==> config.mk <==
export PLATFORM = sky130hd
export DESIGN_NAME = i2c_bus_arbiter
export DESIGN_NICKNAME = d
export VERILOG_FILES = /design/src/rtl/i2c_bus_arbiter.sv
export SDC_FILE = /design/constraint.sdc
export NUM_CORES = 1
export LEC_CHECK = 0
export ABC_AREA = 0
export BUFFER_PORTS_ARGS = -buffer_cell sky130_fd_sc_hd__buf_4
export CAP_MARGIN = 10
export CORE_MARGIN = 2
export CORE_UTILIZATION = 30
export CTS_BUF_LIST = sky130_fd_sc_hd__clkbuf_8
export DETAILED_ROUTE_END_ITERATION = 8
export GPL_TIMING_DRIVEN = 0
export PLACE_DENSITY = 0.58
export SLEW_MARGIN = 25
export SYNTH_ARGS = -nofsm -noshare
export SYNTH_HDL_FRONTEND = slang
export SYNTH_SLANG_ARGS = --single-unit
==> constraint.sdc <==
create_clock -name clk -period 5.7 [get_ports clk]
set_input_delay 1.14 -clock clk [delete_from_list [all_inputs] [get_ports clk]]
set_output_delay 1.14 -clock clk [all_outputs]
set_load 0.01 [all_outputs]
==> src/rtl/i2c_bus_arbiter.sv <==
// Round-robin owner arbitration for one shared open-drain I2C bus, with an
// idle guard gap between owners and a watchdog that revokes stuck grants.
module i2c_bus_arbiter #(
    parameter int unsigned NUM_REQ        = 3,
    parameter int unsigned GUARD_CYCLES   = 64,
    parameter int unsigned TIMEOUT_CYCLES = 5000000
) (
    input  logic               clk,
    input  logic               reset,
    input  logic [NUM_REQ-1:0] req,
    input  logic [NUM_REQ-1:0] scl_oe_in,
    input  logic [NUM_REQ-1:0] sda_oe_in,
    output logic [NUM_REQ-1:0] grant,
    output logic               scl_oe,
    output logic               sda_oe,
    output logic               busy,
    output logic [NUM_REQ-1:0] timeout_err,
    input  logic [NUM_REQ-1:0] err_clr
);

    localparam int unsigned IW = (NUM_REQ > 1) ? $clog2(NUM_REQ) : 1;
    localparam int unsigned WW = $clog2(TIMEOUT_CYCLES);
    localparam int unsigned GW = $clog2(GUARD_CYCLES + 1);
    localparam logic [WW-1:0] WDOG_LAST  = WW'(TIMEOUT_CYCLES - 1);
    localparam logic [GW-1:0] GUARD_LAST = GW'(GUARD_CYCLES - 1);

    typedef enum logic [1:0] {IDLE, GRANT, GUARD} state_t;

    state_t             state;
    logic [NUM_REQ-1:0] lockout;
    logic [IW-1:0]      last_owner;
    logic [WW-1:0]      wdog;
    logic [GW-1:0]      guard;

    logic [NUM_REQ-1:0] eligible;
    logic               win_valid;
    logic [IW-1:0]      win_idx;
    logic [IW-1:0]      cand;

    // Scan starts just past the previous owner so every requester gets a turn.
    always_comb begin
        eligible  = req & ~lockout;
        win_valid = 1'b0;
        win_idx   = '0;
        cand      = '0;
        for (int unsigned k = 1; k <= NUM_REQ; k++) begin
            cand = IW'((32'(last_owner) + k) % NUM_REQ);
            if (!win_valid && eligible[cand]) begin
                win_valid = 1'b1;
                win_idx   = cand;
            end
        end
    end

    always_ff @(posedge clk) begin
        if (reset) begin
            state       <= IDLE;
            grant       <= '0;
            scl_oe      <= 1'b0;
            sda_oe      <= 1'b0;
            busy        <= 1'b0;
            timeout_err <= '0;
            lockout     <= '0;
            last_owner  <= IW'(NUM_REQ - 1);
            wdog        <= '0;
            guard       <= '0;
        end else begin
            lockout     <= lockout & req;
            timeout_err <= timeout_err & ~err_clr;
            case (state)
                IDLE: begin
                    if (win_valid) begin
                        grant      <= NUM_REQ'(1) << win_idx;
                        last_owner <= win_idx;
                        wdog       <= '0;
                        busy       <= 1'b1;
                        state      <= GRANT;
                    end
                end
                GRANT: begin
                    // A dropped request wins over a watchdog expiry in the same cycle.
                    if (!req[last_owner]) begin
                        grant  <= '0;
                        scl_oe <= 1'b0;
                        sda_oe <= 1'b0;
                        guard  <= '0;
                        state  <= GUARD;
                    end else if (wdog == WDOG_LAST) begin
                        grant       <= '0;
                        scl_oe      <= 1'b0;
                        sda_oe      <= 1'b0;
                        guard       <= '0;
                        timeout_err <= (timeout_err & ~err_clr) | grant;
                        lockout     <= (lockout & req) | grant;
                        state       <= GUARD;
                    end else begin
                        scl_oe <= scl_oe_in[last_owner];
                        sda_oe <= sda_oe_in[last_owner];
                        wdog   <= wdog + 1'b1;
                    end
                end
                GUARD: begin
                    if (guard == GUARD_LAST) begin
                        busy  <= 1'b0;
                        state <= IDLE;
                    end else begin
                        guard <= guard + 1'b1;
                    end
                end
                default: begin
                    grant  <= '0;
                    scl_oe <= 1'b0;
                    sda_oe <= 1'b0;
                    busy   <= 1'b0;
                    state  <= IDLE;
                end
            endcase
        end
    end

endmodule

Word level (Yosys, flattened, before mapping)
Index checks and enable logic that the tools add are counted.
{ "op_classes": {"add_sub_neg": 5, "div": 3, "order_cmp": 4, "eq_ne": 10, "n_shift": 1, "n_mux": 50, "bitwise": 9, "n_reduce_logical": 14} }
{ "op_table": {"columns": ["operator", "n"], "rows": [
  ["32-bit by 2-bit remainder unit with 32-bit output, second input constant", 3],
  ["23-bit two-way mux", 3],
  ["23-bit one-hot mux with 2 select lines", 1],
  ["3-bit two-way mux", 9],
  ["23-bit by 1-bit adder with 23-bit output, second input constant", 1],
  ["23-bit == test, second input constant", 1],
  ["7-bit two-way mux", 3],
  ["1-bit two-way mux", 15],
  ["2-bit two-way mux", 7],
  ["7-bit one-hot mux with 2 select lines", 1],
  ["1-bit binary-select mux with 2-bit select", 6],
  ["2-bit by 3-bit less-than comparator with 1-bit output, second input constant", 4],
  ["3-bit AND reduction", 4],
  ["2-bit inequality test, second input constant", 5],
  ["3-bit AND", 3],
  ["3-bit one-hot mux with 3 select lines", 1],
  ["7-bit by 1-bit adder with 7-bit output, second input constant", 1],
  ["7-bit by 6-bit == test with 1-bit output, second input constant", 1],
  ["2-bit by 2-bit adder with 3-bit output, second input constant", 2],
  ["3-bit NOT", 2],
  ["3-bit bitwise OR", 2],
  ["2-bit one-hot mux with 3 select lines", 1],
  ["1-bit one-hot mux with 2 select lines", 2],
  ["4-bit AND reduction", 1],
  ["13 further kinds", 17]
]} }
{ "word_totals": {"reg_bits": 46, "input_bits": 14, "output_inout_bits": 9, "word_cells": 106} }

Logic depth before layout (Yosys ltp)
Gate-level depths: netlist (run 1).
{ "depth": {"word_depth": 14, "depth_mapped": 9, "depth_no_buf": 8} }

Worst setup path before layout (run 1)
OpenSTA, ideal clock, no wires.
{ "synth_path": {"kind": "input port to flip-flop", "start": "in req[1]", "end": "reg grant[1]", "setup_ns": 0.058, "arrival_ns": 2.511, "t_required_ns": 5.642, "setup_slack_ns": 3.131, "cell_stages": 6, "n_path_buf": 0, "cell_sequence": "nand2b_1 -> a2bb2oi_1 -> a22oi_1 -> or3b_2 -> a2111oi_0 -> a21o_1"} }
{ "synth_between": {"elab_chain_cells": 13, "word_cells_on_any_way": 26, "cone_classes": "2 x eq/ne; 1 x shift; 17 x mux; 1 x bitwise; 5 x reduce/logical"} }
{ "synth_lines": {"columns": ["element", "line_no", "source"], "rows": [
  ["from (decl)", "10", "input logic [NUM_REQ-1:0] req,"],
  ["3-bit AND", "42", "eligible = req & ~lockout;"],
  ["1-bit binary-select mux with 2-bit select", "48", "if (!win_valid && eligible[cand]) begin"],
  ["1-bit two-way mux (implied by the code)", "48", null],
  ["1-bit two-way mux", "48", null],
  ["1-bit logical NOT", "48", null],
  ["1-bit logical AND", "48", null],
  ["1-bit two-way mux", "48", null],
  ["1-bit logical NOT", "48", null],
  ["1-bit logical AND", "48", null],
  ["2-bit two-way mux", "48", null],
  ["1-bit by 2-bit left shift with 3-bit output", "73", "grant <= NUM_REQ'(1) << win_idx;"],
  ["3-bit two-way mux", "72", "if (win_valid) begin"],
  ["3-bit one-hot mux with 3 select lines", "70", "case (state)"],
  ["to (signal assigned)", "73", null],
  ["to (decl)", "13", "output logic [NUM_REQ-1:0] grant,"]
]} }
Parallel ways exist; a longest one is shown, timed or not. The select of a mux whose other input is x is not followed.
A chain may end at the register's enable or synchronous reset.

Worst setup path in the final report (run 1)
{ "layout_path": {"start": "in req[2]", "end": "reg wdog[3]"} }
{ "layout_between": {"elab_chain_cells": 12, "word_cells_on_any_way": 19, "cone_classes": "2 x eq/ne; 11 x mux; 1 x bitwise; 5 x reduce/logical"} }
{ "layout_lines": {"columns": ["element", "line_no", "source"], "rows": [
  ["3-bit AND", "42", null],
  ["1-bit binary-select mux with 2-bit select", "48", null],
  ["1-bit two-way mux (implied by the code)", "48", null],
  ["1-bit two-way mux", "48", null],
  ["1-bit logical NOT", "48", null],
  ["1-bit logical AND", "48", null],
  ["1-bit two-way mux", "48", null],
  ["1-bit logical NOT", "48", null],
  ["1-bit logical AND", "48", null],
  ["1-bit two-way mux", "48", null],
  ["2-bit inequality test (no line)", null, null],
  ["4-bit AND reduction (no line) (*)", null, null],
  ["to (signal assigned)", "99", "wdog <= wdog + 1'b1;"],
  ["to (decl)", "32", "logic [WW-1:0] wdog;"]
]} }
Every way passes the cells marked *; elsewhere a longest branch is shown, timed or not. The select of a mux whose other input is x is not followed.

==> summary.txt, run 1 <==
Worst setup path
  • Slowest CP cell: a22oi_1
  • Startpoint Class: input port
  • Crit Path Class: input port to flop
  • Crit path required time: 5890 ps
  • CP cell instances: buf_4 -> nor2b_1 -> a21oi_1 -> a22oi_1 -> o21ai_1 -> nand2_1 -> buf_2 -> nor2_1
  • CP peak stage delay: between 400 and 500 ps
  • Critical path data arrival time: 2950 ps
  • CP endpoint kind: flop
  • Crit Path Max Fanout: 10

Floorplanning
  • Initial Util: 0.310
  • CORE AREA: 7770 sq um
  • Die width: 93.6 um
  • Die Height: roughly 94 um
  • IO Pins: 23
  • Site row count: 32
  • Die area: just under 9000 sq um

Detailed routing
  • DRT antenna net count: 0
  • Via/cell ratio: 4.82
  • Drt drc: 0
  • Final WL: 5.10 mm
  • Initial DRC Count: 133
  • Routed WL per cell: around 12 um
  • Vias: 1973
  • Drt pass-1 iters: 4

Pwr
  • Cell Pwr Density: roughly 340 nW/um^2
  • Internal power: 0.000611 W
  • Clock Power Share: 0.254
  • NetSw: 0.000344 W
  • Switch share: 0.360
  • VDD IR max: 101 uV
  • Leak: between 0.9 and 1 nW
  • Comb power frac: 0.349
  • Seq pwr share: 0.398

STA
  • Total negative slack: 0 ps
  • Clk_skew: 8.36 ps
  • Hold Vio Cnt, Final: 0
  • Achievable frequency: 362 MHz
  • Fin. max-slew vios: 0
  • Final period util: 0.485
  • Worst-Margin Slew: 673 ps
  • Tmin final: 2760 ps
  • Count of final setup violators: 0
  • Slew headroom: 0.548
  • RSZ-0062 raised after global routing: false
  • Hold Slack: 461 ps

Min path
  • Worst min-delay path class: flop to flop

Placed design
  • Dpl hpwl: 3.79 mm
  • Port-buffer cells: 22
  • Placed Area: about 2700 sq um
  • DP Cell Count: 401
  • GPL Wtd Cong: about 0.84

GRT
  • Grt ovf: 0
  • Largest net degree at the start of global routing: 14
  • Wire length of the first global-routing pass: about 8.8 mm
  • Antenna violations before repair: 0
  • Number of global-route vias before repair: 1856
  • GRT Total Usage: 0.125

Clock tree
  • CTS tree: yes
  • Worst-path clk slew: about 90 ps
  • Clock latency on the worst-skew pair: 300 ps
  • Cts bufs inserted: 5
  • Root Driver: clkbuf_8
  • CTS Sinks: 46
  • CTS Hold Bufs: 0
  • CTS Buffer Depth: 2
  • H-tree lvl count: 2
  • Cts repair resizes: 0
  • Post-CTS setup buffers: 0

Synthesis
  • Mapped Cells: 277
  • Sequential area share after synthesis: 0.382
  • Synth cell types: 53
  • Syn avg cell area: ~8.7 sq um
  • Most used DFF post-synth: dfxtp_1
  • Top cells by area, synth: dfxtp_1, xnor2_1, nor2_1
  • Top cell type's share of synthesized area: 0.382
  • Top cells by count, synth: dfxtp_1, nor2_1, nand2_1, xnor2_1, a21oi_1
  • EDFF count, synth: 0
  • Cell taking the most area after synthesis: dfxtp_1
  • Cell with the most instances after synthesis: dfxtp_1
  • Mapped Nets: 297
  • Synth Register Bits: 46
  • Post-Syn Area: 2410 sq um
  • Synthesis Warnings: 0
  • Synth async-reset ratio: 0

Run
  • Max_cap viols: 0

Cells and area
  • Area grow syn2layout: 16.6%
  • Post-layout util: 0.361
  • Nets: 326
  • Ant diodes: 0
  • Layout cells sized above 1: 0.166
  • Post-route design area: 2810 sq um
  • Final Non-Filler Cells: 409
  • # fillers: 826

Run status
  • Status: completed
## final timing paths
kind                            slack, ps                    end  cells after the start                       start
worst min-delay path                  460  lockout[1]$_SDFF_PP0_                      2       lockout[1]$_SDFF_PP0_
worst max-delay path                 2940   wdog[3]$_SDFFE_PP0P_                      8                      req[2]
worst min register to register        460  lockout[1]$_SDFF_PP0_                      2       lockout[1]$_SDFF_PP0_
worst max register to register       3190   wdog[3]$_SDFFE_PP0P_                      8  last_owner[0]$_SDFFE_PP0P_
## metal layers
| layer | vias to the layer above | GRT usage | wire length (um) |
|---|---|---|---|
| met1 | 904 | 0.169 | 2550 |
| met3 | 7 | 0.0201 | 138 |
| met5 | - | 0 | 0 |
| met4 | 0 | 0.0531 | 71 |
| met2 | 29 | 0.197 | 2340 |
| li1 | 1033 | - | - |
## area by class of cell
class / instances / area (sq um) / area share
sequential: 46 / 921 / 0.328
clock inverter: 3 / 37.5 / 0.0134
timing repair buffer: 22 / 165 / 0.0588
tap: 102 / 128 / 0.0455
multi-input combinational: 214 / 1400 / 0.497
inverter: 7 / 26.3 / 0.00936
buffer: 10 / 65.1 / 0.0232
clock buffer: 5 / 68.8 / 0.0245
## layout by cell type (no fill, tap or decap), drive strengths merged, types with 6 or more instances in the layout
cell type  instances
a21oi             19
buf               30
clkbuf             7
dfxtp             46
ha                 6
inv                9
nand2             22
nand2b             8
nand3             11
nor2              37
nor3              14
nor4               8
o21ai             11
xnor2             22
## metrics by stage
stage	power, W	worst slack (ps)
2_1_floorplan	0.000625	3130
5_1_grt	0.00102	2690
3_3_place_gp	0.000721	2640
4_1_cts	0.000964	2940
3_5_place_dp	0.000722	2620
6_report	0.000955	2940
## power groups by stage
| stage | clock network, W | registers, W | logic [W] |
|---|---|---|---|
| 3_5_place_dp | 0 | 0.000388 | 0.000334 |
| 4_1_cts | 0.000247 | 0.000380 | 0.000336 |
| 2_1_floorplan | 0 | 0.000383 | 0.000242 |
| 6_report | 0.000242 | 0.000380 | 0.000333 |
| 5_1_grt | 0.000261 | 0.000385 | 0.000371 |
| 3_3_place_gp | 0 | 0.000387 | 0.000334 |
## critical path, delay by kind of cell
family | cells | cell delay, ps
AO/OA/AOI/OAI | 3 | 830
buffers and inverters | 2 | 360
AND/OR/NAND/NOR | 3 | 620
## cell families (layout without fill, tap and decap cells)
group                    count (synthesis)  after routing  share of synthesized area
AO/OA/AOI/OAI                           47             47                      0.125
flip-flops                              46             46                      0.382
AND/OR/NAND/NOR                        130            130                      0.305
multiplexers                             6              6                     0.0275
buffers and inverters                   17             47                     0.0379
adder cells (fa/ha/maj)                  6              6                     0.0312
XOR/XNOR                                25             25                     0.0909
## sequential cells by signal, indices dropped and copies added, names as in the netlist, 2 cells and up
name / cells
grant: 3
guard: 7
wdog: 23
last_owner: 2
state: 2
timeout_err: 3
lockout: 3
Note: power is estimated with default switching activity, not from simulation.
==> run 2, diff against run 1 <==
- clock period: 5.7 -> 2.55 ns (I/O delays scaled with it)
==> run 2 against run 1 <==
Compared with the run above:
- die area did not move
- power rose by 130%
- count of clock-buffer cells in the layout did not move
- via count fell by 0.30%
- clock skew rose by 2.6 ps
- sequential power rose by 120%
- routed wire length rose by 0.25%
- global-route usage did not move
- critical path type is now flop to flop
- largest power group unchanged
==> summary.txt, run 2 (synthesis results as in run 1) <==
Clock tree
  • CTS Sinks: 46
  • CTS Hold Bufs: 0
  • Clock latency on the worst-skew pair: 310 ps
  • Root Driver: clkbuf_8
  • Cts bufs inserted: 5
  • CTS tree: yes
  • Post-CTS setup buffers: 0
  • Worst-path clk slew: approximately 90 ps
  • CTS Buffer Depth: 2
  • H-tree lvl count: 2

Cells and area
  • Largest reg by FF count: wdog
  • Nets: 326
  • Post-layout util: 0.363
  • Most common cell after layout, fill and taps aside: dfxtp_1
  • Most frequent cells in the layout: dfxtp_1, nor2_1, buf_4
  • Layout cells sized above 1: 0.173
  • Area grow syn2layout: 17.0%
  • Number of flip-flops in the largest register: 23
  • Ant diodes: 0
  • Largest registers: wdog: 23 flops, guard: 7 flops
  • Final Non-Filler Cells: between 400 and 500

STA
  • Achievable frequency: 423 MHz
  • Tmin final: 2360 ps
  • Count of final setup violators: 0
  • Post-route setup slack: between 150 and 200 ps
  • Total negative slack: 0 ps
  • Clk_skew: 11.0 ps
  • Slew headroom: 0.520
  • Final period util: 0.927
  • Fin. max-slew vios: 0
  • Hold Vio Cnt, Final: 0
  • RSZ-0062 raised after global routing: false
  • Worst-Margin Slew: 715 ps

Detailed routing
  • Initial DRC Count: 116
  • Via/cell ratio: around 4.8
  • Drt pass-1 iters: 5
  • Routed WL per cell: between 10 and 15 um
  • Vias: 1967
  • Final WL: 5.11 mm
  • DRT antenna net count: 0
  • Drt drc: 0

Worst setup path
  • Crit Path Max Fanout: 7
  • Startpoint Class: flop
  • CP peak stage delay: 490 ps
  • Crit path required time: 2800 ps
  • Critical path data arrival time: 2620 ps
  • Worst path buffer plus inverter count: 2
  • Crit Path Class: flop to flop
  • R2R Setup Slk: 190 ps
  • Crit-path most repeated cell: inv_1
  • Worst path top cell family by delay: compound AO/OA/AOI/OAI gates
  • Slowest CP cell: dfxtp_1
  • CP cell instances: inv_1 -> ha_1 -> inv_1 -> a2bb2oi_1 -> a22oi_2 -> or3b_2 -> a2111oi_1 -> a21o_1
  • CP endpoint kind: flop

Pwr
  • VDD IR max: 225 uV
  • Leak: just under 1 nW
  • Cell Pwr Density: 764 nW/um^2
  • Tot Pwr: 0.00215 W

Placed design
  • Dpl hpwl: 3.79 mm
  • GPL Wtd Cong: 0.839
  • DP Cell Count: 401
  • Port-buffer cells: 22
  • Setup WS pre-CTS: 49.6 ps

GRT
  • Antenna violations before repair: 0
  • Number of global-route vias before repair: ~1900
  • Largest net degree at the start of global routing: 14
  • GRT Total Usage: 0.125
  • Grt ovf: 0
  • Wire length of the first global-routing pass: about 9 mm

Run
  • Max_cap viols: 0

Floorplanning
  • IO Pins: 23
  • Die width: 93.6 um
  • Die area: 8760 sq um
  • CORE AREA: 7770 sq um
  • Site row count: 32
  • Initial Util: 0.310
  • Die Height: roughly 94 um

Run status
  • Status: completed

Min path
  • Worst min-delay path class: flop to flop
## run 2: layer usage
metal | track usage | vias up | wire (um)
met5 | 0 | - | 0
met4 | 0.0531 | 0 | 71
met3 | 0.0201 | 7 | 148
met2 | 0.197 | 23 | 2350
met1 | 0.169 | 905 | 2540
li1 | - | 1032 | -
## run 2: worst reg2reg max path, stage by stage, from the launching register on
cell       delay (ps)
dfxtp_1           490
inv_1             130
ha_1              270
inv_1              90
a2bb2oi_1         200
a22oi_2           130
or3b_2            460
a2111oi_1         430
a21o_1            120
## run 2: power by group
group	total [W]	switching, W	internal, W
sequential	0.000849	0.0000724	0.000777
combinational	0.000763	0.000451	0.000312
clock	0.000539	0.000254	0.000286
total	0.00215	0.000777	0.00137
## run 2: through the flow
step,area (sq um),hold WS [ps]
after floorplan,2410,431
after global routing,2820,455
final,2820,462
after global placement,2700,441
after detailed placement,2700,451
after CTS,2810,458
## run 2: path summary, 6_finish.rpt
path	startpoint	to	depth (start not counted)
max	last_owner[0]$_SDFFE_PP0P_	grant[1]$_SDFFE_PP0P_	8
max reg2reg	last_owner[0]$_SDFFE_PP0P_	grant[1]$_SDFFE_PP0P_	8
min	lockout[1]$_SDFF_PP0_	lockout[1]$_SDFF_PP0_	2
min reg2reg	lockout[1]$_SDFF_PP0_	lockout[1]$_SDFF_PP0_	2
## run 2: final cells by class
type | count | area [sq um]
Buffer | 10 | 65.1
Clock buffer | 5 | 68.8
Clock inverter | 3 | 37.5
Fill cell | 826 | 4950
Inverter | 7 | 26.3
Multi-Input combinational cell | 214 | 1410
Sequential cell | 46 | 921
Tap cell | 102 | 128
Timing Repair Buffer | 22 | 165
## run 2: what timing repair did
item                                    in CTS  in global routing
resized for setup                            0                  3
hold endpoints to repair                     0                  0
endpoints found under the setup margin       0                 21
